**src/rtl/td4_step_ctrl_if.sv**
```systemverilog
// td4_step_ctrl_if: buttons, breakpoint and core readback in, enables out.
// master drives buttons/pc/op/im/bp; slave (controller) drives cpu_en/state/flags.
interface td4_step_ctrl_if;
  logic       run_btn;
  logic       step_btn;
  logic       bp_en;
  logic [3:0] bp_addr;
  logic [3:0] pc;
  logic [3:0] op;
  logic [3:0] im;
  logic       cpu_en;
  logic [1:0] state;
  logic       bp_hit;
  logic       done;

  modport master (
    output run_btn, step_btn, bp_en, bp_addr,
    output pc, op, im,
    input  cpu_en, state, bp_hit, done
  );

  modport slave (
    input  run_btn, step_btn, bp_en, bp_addr,
    input  pc, op, im,
    output cpu_en, state, bp_hit, done
  );
endinterface

```
**src/rtl/td4_step_ctrl.sv**
```systemverilog
// td4_step_ctrl: TD4 run/halt/step controller issuing one-cycle cpu_en pulses.
// Ports: clk, rst (sync, active-high), bus (slave: buttons, bp, pc/op/im in; cpu_en/state/bp_hit/done out).
module td4_step_ctrl #(
  parameter int DIV_LEN = 50000000,
  parameter int DEB_LEN = 1000000
) (
  input logic            clk,
  input logic            rst,
  td4_step_ctrl_if.slave bus
);

  localparam int DW = (DIV_LEN > 1) ? $clog2(DIV_LEN) : 1;
  localparam int CW = (DEB_LEN > 1) ? $clog2(DEB_LEN) : 1;

  typedef enum logic [1:0] {
    HALT = 2'b00,
    RUN  = 2'b01,
    STEP = 2'b10
  } state_t;

  // Button index 0 = run, 1 = step.
  logic [1:0]    raw;
  logic [1:0]    s0;
  logic [1:0]    s1;
  logic [1:0]    deb;
  logic [1:0]    press;
  logic [CW-1:0] cnt [2];

  assign raw = {bus.step_btn, bus.run_btn};

  always_ff @(posedge clk) begin
    if (rst) begin
      s0     <= '0;
      s1     <= '0;
      deb    <= '0;
      press  <= '0;
      cnt[0] <= '0;
      cnt[1] <= '0;
    end else begin
      s0 <= raw;
      s1 <= s0;
      for (int i = 0; i < 2; i++) begin
        press[i] <= 1'b0;
        if (s1[i] == deb[i]) begin
          cnt[i] <= '0;
        end else if (cnt[i] == CW'(DEB_LEN - 1)) begin
          deb[i]   <= s1[i];
          cnt[i]   <= '0;
          press[i] <= s1[i];
        end else begin
          cnt[i] <= cnt[i] + 1'b1;
        end
      end
    end
  end

  state_t        st, st_n;
  logic [DW-1:0] div, div_n;
  logic          skip, skip_n;
  logic          en_q, en_n;
  logic          bp_q, bp_n;
  logic          dn_q, dn_n;
  logic          run_p, step_p;
  logic          tick, bp_match, self_jmp;

  assign run_p    = press[0];
  assign step_p   = press[1];
  assign tick     = (div == DW'(DIV_LEN - 1));
  assign bp_match = bus.bp_en && (bus.pc == bus.bp_addr);
  assign self_jmp = (bus.op == 4'hF) && (bus.im == bus.pc);

  always_ff @(posedge clk) begin
    if (rst) begin
      st   <= HALT;
      div  <= '0;
      skip <= 1'b0;
      en_q <= 1'b0;
      bp_q <= 1'b0;
      dn_q <= 1'b0;
    end else begin
      st   <= st_n;
      div  <= div_n;
      skip <= skip_n;
      en_q <= en_n;
      bp_q <= bp_n;
      dn_q <= dn_n;
    end
  end

  always_comb begin
    st_n   = st;
    div_n  = '0;
    skip_n = skip;
    en_n   = 1'b0;
    bp_n   = bp_q;
    dn_n   = dn_q;
    unique case (st)
      HALT: begin
        if (run_p) begin
          st_n   = RUN;
          skip_n = 1'b1;
          bp_n   = 1'b0;
          dn_n   = 1'b0;
        end else if (step_p) begin
          st_n = STEP;
          en_n = 1'b1;
          bp_n = 1'b0;
          dn_n = 1'b0;
        end
      end
      RUN: begin
        div_n = tick ? '0 : div + 1'b1;
        if (run_p) begin
          st_n  = HALT;
          div_n = '0;
        end else if (tick) begin
          // skip lets a resume execute the instruction it stopped on.
          if (bp_match && !skip) begin
            st_n = HALT;
            bp_n = 1'b1;
          end else if (self_jmp) begin
            st_n = HALT;
            dn_n = 1'b1;
          end else begin
            en_n   = 1'b1;
            skip_n = 1'b0;
          end
        end
      end
      STEP: st_n = HALT;
      default: st_n = HALT;
    endcase
  end

  assign bus.cpu_en = en_q;
  assign bus.state  = st;
  assign bus.bp_hit = bp_q;
  assign bus.done   = dn_q;

endmodule

```
**src/flat_wrapper.sv**
```systemverilog
// flat-port wrapper written by rule: the top's interface ports become plain ports
module td4_step_ctrl_flat 
#(
  parameter int DIV_LEN = 50000000,
  parameter int DEB_LEN = 1000000
)
  (clk, rst, bus_run_btn, bus_step_btn, bus_bp_en, bus_bp_addr, bus_pc, bus_op, bus_im, bus_cpu_en, bus_state, bus_bp_hit, bus_done);
  td4_step_ctrl_if bus_i ();
  input logic clk;
  input logic rst;
  input wire logic [$bits(bus_i.run_btn)-1:0] bus_run_btn;
  input wire logic [$bits(bus_i.step_btn)-1:0] bus_step_btn;
  input wire logic [$bits(bus_i.bp_en)-1:0] bus_bp_en;
  input wire logic [$bits(bus_i.bp_addr)-1:0] bus_bp_addr;
  input wire logic [$bits(bus_i.pc)-1:0] bus_pc;
  input wire logic [$bits(bus_i.op)-1:0] bus_op;
  input wire logic [$bits(bus_i.im)-1:0] bus_im;
  output wire logic [$bits(bus_i.cpu_en)-1:0] bus_cpu_en;
  output wire logic [$bits(bus_i.state)-1:0] bus_state;
  output wire logic [$bits(bus_i.bp_hit)-1:0] bus_bp_hit;
  output wire logic [$bits(bus_i.done)-1:0] bus_done;
  assign bus_i.run_btn = bus_run_btn;
  assign bus_i.step_btn = bus_step_btn;
  assign bus_i.bp_en = bus_bp_en;
  assign bus_i.bp_addr = bus_bp_addr;
  assign bus_i.pc = bus_pc;
  assign bus_i.op = bus_op;
  assign bus_i.im = bus_im;
  assign bus_cpu_en = bus_i.cpu_en;
  assign bus_state = bus_i.state;
  assign bus_bp_hit = bus_i.bp_hit;
  assign bus_done = bus_i.done;
  td4_step_ctrl #(.DIV_LEN(DIV_LEN), .DEB_LEN(DEB_LEN)) u_core (.clk(clk), .rst(rst), .bus(bus_i));
endmodule
```
**config.mk**
```make
export PLATFORM = sky130hd
export DESIGN_NAME = td4_step_ctrl_flat
export DESIGN_NICKNAME = d
export VERILOG_FILES = /design/src/rtl/td4_step_ctrl_if.sv /design/src/rtl/td4_step_ctrl.sv /design/src/flat_wrapper.sv
export SDC_FILE = /design/constraint.sdc
export NUM_CORES = 1
export LEC_CHECK = 0
export ABC_AREA = 1
export CAP_MARGIN = 20
export CORE_MARGIN = 8
export CORE_UTILIZATION = 31
export CTS_BUF_LIST = sky130_fd_sc_hd__clkbuf_8
export DETAILED_ROUTE_END_ITERATION = 16
export SYNTH_ARGS = -nofsm -noshare
export SYNTH_HDL_FRONTEND = slang
export SYNTH_SLANG_ARGS = --single-unit
```
**constraint.sdc**
```tcl
create_clock -name clk -period 2.6 [get_ports clk]
set_input_delay 0.78 -clock clk [delete_from_list [all_inputs] [get_ports clk]]
set_output_delay 0.78 -clock clk [all_outputs]
set_load 0.01 [all_outputs]
```
* After elaboration in Yosys (flattened, before gate mapping) *
Memories as Yosys holds them, arrays and structs flattened.
Cells that the tools add are included.

cells by class
  add/subtract/negate cells = 3
  equality and inequality tests = 19
  mux-type cells = 61
  bitwise operators = 11
  reductions and logical operators = 15

operators by type and width
  operator                 number
  $mux W20                 6
  $mux W1                  44
  $add A20 B1 Y20 const B  2
  $eq A20 B20 Y1 const B   2
  $add A26 B1 Y26 const B  1
  $eq A26 B26 Y1 const B   1
  $mux W2                  6
  $reduce_and A6 Y1        2
  $eq A4 B4 Y1             2
  $ne A2 B1 Y1 const B     4
  $pmux W1 S2              4
  $ne A2 B2 Y1 const B     3
  $ne A3 B1 Y1 const B     2
  $or A1 B1 Y1             6
  $reduce_or A3 Y1         2
  $not A1 Y1               5
  $reduce_and A5 Y1        1
  $eq A4 B4 Y1 const B     1
  $ne A4 B1 Y1 const B     1
  $pmux W2 S2              1
  $reduce_and A2 Y1        2
  $reduce_or A4 Y1         1
  $logic_and A1 B1 Y1      3
  $reduce_and A3 Y1        1
  5 further kinds          6

storage, ports and cells
  bits in registers = 40
  memory bits (writable) = 40
  bits of input ports = 21
  output and inout bits = 5
  logic and storage cells = 122
  memories = 1

memory list
  name        depth  bits a word  rd ports  clocked after memory_dff  write ports  RTL line             RTL
  u_core.cnt  2      20           2         0                         2            td4_step_ctrl.sv:27  logic [CW-1:0] cnt [2];

* Longest topological paths before layout *
Gate-level depths: netlist (run 1).

  word-level depth = 7
  gate-level depth with buffers = 11
  depth with buffers taken out = 11

* Worst setup path after synthesis (run 1) *
OpenSTA, ideal clock, no wires.

  path type = input to register
  from = input port rst
  to = memory u_core.cnt[0][14] in the netlist's numbering (data pin)
  data arrival time = 1.644 ns
  slack = 0.694 ns
  stages = 5
  buffers on the path = 2
  cell sequence = clkbuf_1 > clkinv_1 > nand3_1 > buf_2 > nor3_1

RTL lines
  item         RTL line             RTL
  from (decl)  flat_wrapper.sv:10   input logic rst;
  to (decl)    td4_step_ctrl.sv:27

* Worst setup path in the final report (run 1) *
  from = register u_core.st[0], in the netlist u_core.bus.state[0]
  to = output port bus_state[0]

RTL lines
  item                    RTL line             RTL
  from (decl)             td4_step_ctrl.sv:57  state_t st, st_n;
  from (signal assigned)  td4_step_ctrl.sv:81  st <= st_n;
  to (decl)               flat_wrapper.sv:19   output wire logic [$bits(bus_i.state)-1:0] bus_state;

No word-level cell between the ends.

==> impl_metrics.toml, run 1 <==
[worst_setup_path]
crit_type = "reg -> out"
path_cells = "clkdlybuf4s50_1"
critPathBufInv = 1
crit_fanout = 4
cpPeakStageDelay_ns = 0.55
path_depth = 1
worstSetupStartpointType = "flop"
endpoint_kind = "primary output"
crit_family = "buffers and inverters"
worstPathRequired_ns = 1.82
cp_data_arrival_time_ns = 1.29
cpMaxStageDelayCell = "clkdlybuf4s50_1"
reg2regPathDepth = 9

[floorplan]
core_sq_um = 14500
die_area_sq_um = 18900
placementRows = 44
die_width_um = 138
start_util_pct = 31.7
ioPinCount = 26
fp.dieH_um = 138

[yosys]
synth_edf_count = 40
synth_top_family_by_area = "simple AND/OR/NAND/NOR gates"
synth_xor_xnor_area_share_pct = 4.20
synthAdderAreaFrac_pct = 0.818
yosys-top-cells-area = "edfxtp_1 (26%), dfxtp_1 (17%), nand2_1 (10%)"
syn-cell-area_sq_um = 4590
synthSimpleGateAreaFrac_pct = 36.9
yosys.cell_count.top_type = "nand2_1"
synth-seq-cells = 80
async_flop_share_pct = 0
synth_top_cells_by_count = "nand2_1 (124), nor2_1 (76), inv_1 (74)"
yosysUniqueCellTypes = 45
ys.flop_type = "edfxtp_1"
avgSynthCellArea_sq_um = 7.79
synth_cells = 589
synth_compound_area_share_pct = 6.19
synthDominantCellAreaShare_pct = 26.2
synth_top_area_cell = "edfxtp_1"
yosys_warnings = 0
synth.mux.area_fraction_pct = 0
seq_area_frac_synth_pct = 43.6

[power_and_ir_drop]
p_per_area_nw_per_um2 = 458
total_power_mw = 2.46
power.leakage_nw = 2.04
peakVddDrop_mv = 0.295

[grt]
use_met2_pct = 16.5
track_usage_pct = 10.6
grt_max_degree = 27
busiest_layer = "met2"
grt_use_met1_pct = 13.8
grt_antenna_before_repair = 0
grt_overflow = 0
grt_use_met3_pct = 2.19
grt_pass1_wl_mm = 16.1
grt_pass1_vias = 3533

[placement]
dp_cells = 833
place.gp.congestion = 0.807
dp_hpwl_mm = 7.14
portBuffers = 25
dp_slack_ns = 0.237

[timing]
finalHoldViolCount = 0
worstMarginPinSlew_ns = 0.538
skew_ns = 0.00743
slew_viol_final = 0
period_share_pct = 79.4
fmax_ghz = 0.484
relSlewSlack_pct = 64.0
rsz0062_at_grt = "no"
setup_tns_ns = 0
min_period_ns = 2.07
setup_ws_ns = 0.534
setup_viol = 0

[min_path]
hold_path_depth = 2
hp-class = "reg -> reg"

[clock_network]
path_clk_slew_ns = 0.08
hold_buffers = 0
clock-root-buffer = "clkbuf_8"
htreeDepth = 3
clockBufferDepth = 2
cts_resized = 0
postCtsSetupBuffers = 0
clk_latency_ns = 0.35
numCtsBuffers = 9
cts_tree = "yes"
clkSinkCount = 80

[detailed_routing]
vias_per_cell = 4.47
avgRoutedWirePerCell_um = 10.9
drc_errors = 0
first_pass_iters = 4
vias = 3792
drt-total-wl_mm = 9.26
first_iter_violations = 245
ant_nets = 0

[finish]
seq_area_sq_um = 2000
drive_above_1_share_pct = 10.8
nFillCells = 1531
utilization_pct = 37.1
syn2layout_area_growth_pct = 17.1
layout.nets = 684
antenna_cells = 0
final_cells = 849
multi_input_area_sq_um = 2360

[outcome]
outcome = "completed"

[job]
drv_cap = 0
-- layer usage --
layer	wire, um	share of wire, %
met1	4610	50
met5	0	0
met4	148	1.6
met2	4170	45
met3	322	3.5
-- sequential cells by signal, summed over array words and instances (netlist names) --
register	flops
u_core.bus.bp_hit	1
u_core.s0	2
u_core.deb	2
u_core.s1	2
u_core.bus.cpu_en	1
u_core.skip	1
u_core.bus.state	2
u_core.div	26
u_core.cnt	40
u_core.press	2
u_core.bus.done	1
-- cells by family (layout without fill, tap and decap cells) --
| family | count (synthesis) | count (layout) |
|---|---|---|
| adder cells (fa/ha/maj) | 3 | 3 |
| AND/OR/NAND/NOR | 344 | 344 |
| other | 1 | 40 |
| buffers and inverters | 91 | 128 |
| flip-flops | 80 | 80 |
| AO/OA/AOI/OAI | 48 | 48 |
| XOR/XNOR | 22 | 22 |
-- layout make-up --
| class | count | area share, % |
|---|---|---|
| multi-input cells | 457 | 43.9 |
| flip-flops and latches | 80 | 37.3 |
| inverters | 83 | 5.82 |
| repair buffers | 29 | 5.22 |
| well taps | 184 | 4.29 |
| clock buffers | 9 | 2.31 |
| clock inverters | 7 | 1.16 |
-- where the power goes --
part	switching, mW	leakage, nW	internal [mW]	total [mW]
clock network	0.465	0.102	0.437	0.901
registers	0.0337	0.736	1.36	1.39
logic	0.0954	1.20	0.0715	0.167
-- stage by stage --
stage	area (sq um)	hold slack [ns]
floorplan	4730	0.388
global placement	5180	0.393
detailed placement	5180	0.404
CTS	5370	0.416
global route	5370	0.433
finish	5370	0.410
-- worst paths after layout --
path	from	end	slack, ns
worst max-delay path	u_core.bus.state[0]$_SDFFE_PP0P_	bus_state[0]	0.53
worst max register to register	u_core.cnt[0][0]$_SDFFCE_PN0P_	u_core.cnt[0][15]$_SDFFCE_PN0P_	0.56
worst min-delay path	u_core.s0[0]$_SDFF_PP0_	u_core.s1[0]$_SDFF_PP0_	0.41
worst min register to register	u_core.s0[0]$_SDFF_PP0_	u_core.s1[0]$_SDFF_PP0_	0.41
-- cell usage in the layout (no fill, tap or decap), drive strengths merged, types with 25 or more instances in the layout --
cell,n
inv,84
conb,40
nand2,134
nor2,86
edfxtp,40
dfxtp,40
nor3,35
nand4,26
a21oi,36
nand3,34
clkdlybuf4s50,25
Note: power is estimated with default switching activity, not from simulation.
==> run 2: changes to the inputs <==
==> constraint.sdc (replaced) <==
create_clock -name clk -period 2.1 [get_ports clk]
set_input_delay 0.63 -clock clk [delete_from_list [all_inputs] [get_ports clk]]
set_output_delay 0.63 -clock clk [all_outputs]
set_load 0.01 [all_outputs]
==> impl_metrics.toml, run 2 (synthesis gave the netlist of run 1 again) <==
[timing]
min_period_ns = 1.92
skew_ns = 0.00866
period_share_pct = 91.6
finalHoldViolCount = 0
setup_tns_ns = 0
slew_viol_final = 0
fmax_ghz = 0.520
setup_ws_ns = 0.177
rsz0062_at_grt = "no"
setup_viol = 0

[finish]
final_cells = 855
drive_above_1_share_pct = 11.8
top_register = "u_core.cnt"
utilization_pct = 37.7
largest_reg_flops = 40
syn2layout_area_growth_pct = 18.9
layout_common_cells = "nand2_1 (124), nor2_1 (76), inv_1 (75)"
antenna_cells = 0
final_common_cell = "nand2_1"
layout.nets = 690
reg.largest.list = "u_core.cnt: 40 flops, u_core.div: 26 flops"

[floorplan]
fp.dieH_um = 138
die_width_um = 138
placementRows = 44
start_util_pct = 31.7
core_sq_um = 14500
ioPinCount = 26
die_area_sq_um = 18900

[grt]
track_usage_pct = 10.7
grt_max_degree = 21
grt_pass1_wl_mm = 16.4
grt_pass1_vias = 3603
grt_overflow = 0
grt_antenna_before_repair = 0

[detailed_routing]
ant_nets = 0
vias = 3797
drc_errors = 0
vias_per_cell = 4.44
drt-total-wl_mm = 9.36
first_pass_iters = 4
avgRoutedWirePerCell_um = 10.9
first_iter_violations = 258

[clock_network]
clk_latency_ns = 0.35
clockBufferDepth = 2
cts_tree = "yes"
clkSinkCount = 80
clock-root-buffer = "clkbuf_8"
hold_buffers = 0
numCtsBuffers = 9
postCtsSetupBuffers = 0
cts_resized = 0
htreeDepth = 3
path_clk_slew_ns = 0.08

[worst_setup_path]
endpoint_kind = "primary output"
cp_data_arrival_time_ns = 1.29
worstSetupStartpointType = "flop"
worstPathRequired_ns = 1.47
crit_family = "buffers and inverters"
crit_type = "reg -> out"
cpMaxStageDelayCell = "clkdlybuf4s50_1"
crit_fanout = 4
critPathBufInv = 1
path_cells = "clkdlybuf4s50_1"
cpPeakStageDelay_ns = 0.56

[placement]
portBuffers = 25
place.gp.congestion = 0.806
dp_slack_ns = 0.0918
dp_cells = 839
dp_hpwl_mm = 7.39

[power_and_ir_drop]
p_sw_share_pct = 24.3
power.internal_mw = 2.32
peakVddDrop_mv = 0.336
power_frac_seq_pct = 56.1
p_per_area_nw_per_um2 = 562
pwr-share-comb_pct = 7.2
clkPwrFrac_pct = 36.7
switchingPower_uw = 746
power.leakage_nw = 2.09

[job]
drv_cap = 0

[min_path]
hp-class = "reg -> reg"

[outcome]
outcome = "completed"
run 2: cell count changes in the layout (fill, tap and decap cells not counted):
cell        before  now
buf_12           0    3
buf_4            4    7
clkinv_2         2    4
clkinv_4         0    1
clkinvlp_4       1    0
inv_1           76   75
inv_4            2    1
run 2: layout make-up:
| class | instances | area (sq um) |
|---|---|---|
| sequential | 80 | 2000 |
| inverter | 83 | 313 |
| multi-input combinational | 457 | 2360 |
| fill | 1493 | 9020 |
| tap | 184 | 230 |
| clock buffer | 9 | 124 |
| timing repair buffer | 35 | 363 |
| clock inverter | 7 | 63.8 |
run 2: power by group through the flow:
stage / Sequential [mW] / Combinational [mW] / Clock (mW)
after floorplan: 1.75 / 0.137 / 0
after global placement: 1.76 / 0.220 / 0
after detailed placement: 1.76 / 0.220 / 0
after CTS: 1.72 / 0.221 / 1.17
after global routing: 1.73 / 0.252 / 1.22
final: 1.72 / 0.221 / 1.12
run 2: path summary, 6_finish.rpt:
path | slack, ns | depth (start not counted) | start | to
worst min register to register | 0.40 | 2 | u_core.s0[0]$_SDFF_PP0_ | u_core.s1[0]$_SDFF_PP0_
worst max register to register | 0.25 | 9 | u_core.cnt[0][0]$_SDFFCE_PN0P_ | u_core.cnt[0][17]$_SDFFCE_PN0P_
worst min-delay path | 0.40 | 2 | u_core.s0[0]$_SDFF_PP0_ | u_core.s1[0]$_SDFF_PP0_
worst max-delay path | 0.18 | 1 | u_core.bus.state[0]$_SDFFE_PP0P_ | bus_state[0]
run 2: routing by layer:
metal | track usage (%) | wire, um | up-vias
li1 | - | - | 2051
met1 | 14.4 | 4710 | 1696
met2 | 16.3 | 4210 | 39
met3 | 1.53 | 242 | 11
met4 | 5.73 | 198 | 0
met5 | 0 | 0 | -
run 2: worst register-to-register path, delay by kind of cell (launching register included):
family | cells | cell delay (ns)
simple gates | 6 | 0.80
flops | 1 | 0.38
buf+inv | 2 | 0.26
fa+ha+maj | 1 | 0.17
run 2: stage by stage:
stage	power [mW]	hold WS, ns	cell area [sq um]
after detailed placement	1.98	0.395	5270
after global placement	1.98	0.389	5270
final	3.07	0.403	5450
after CTS	3.12	0.412	5450
after global routing	3.21	0.420	5450
after floorplan	1.88	0.388	4730
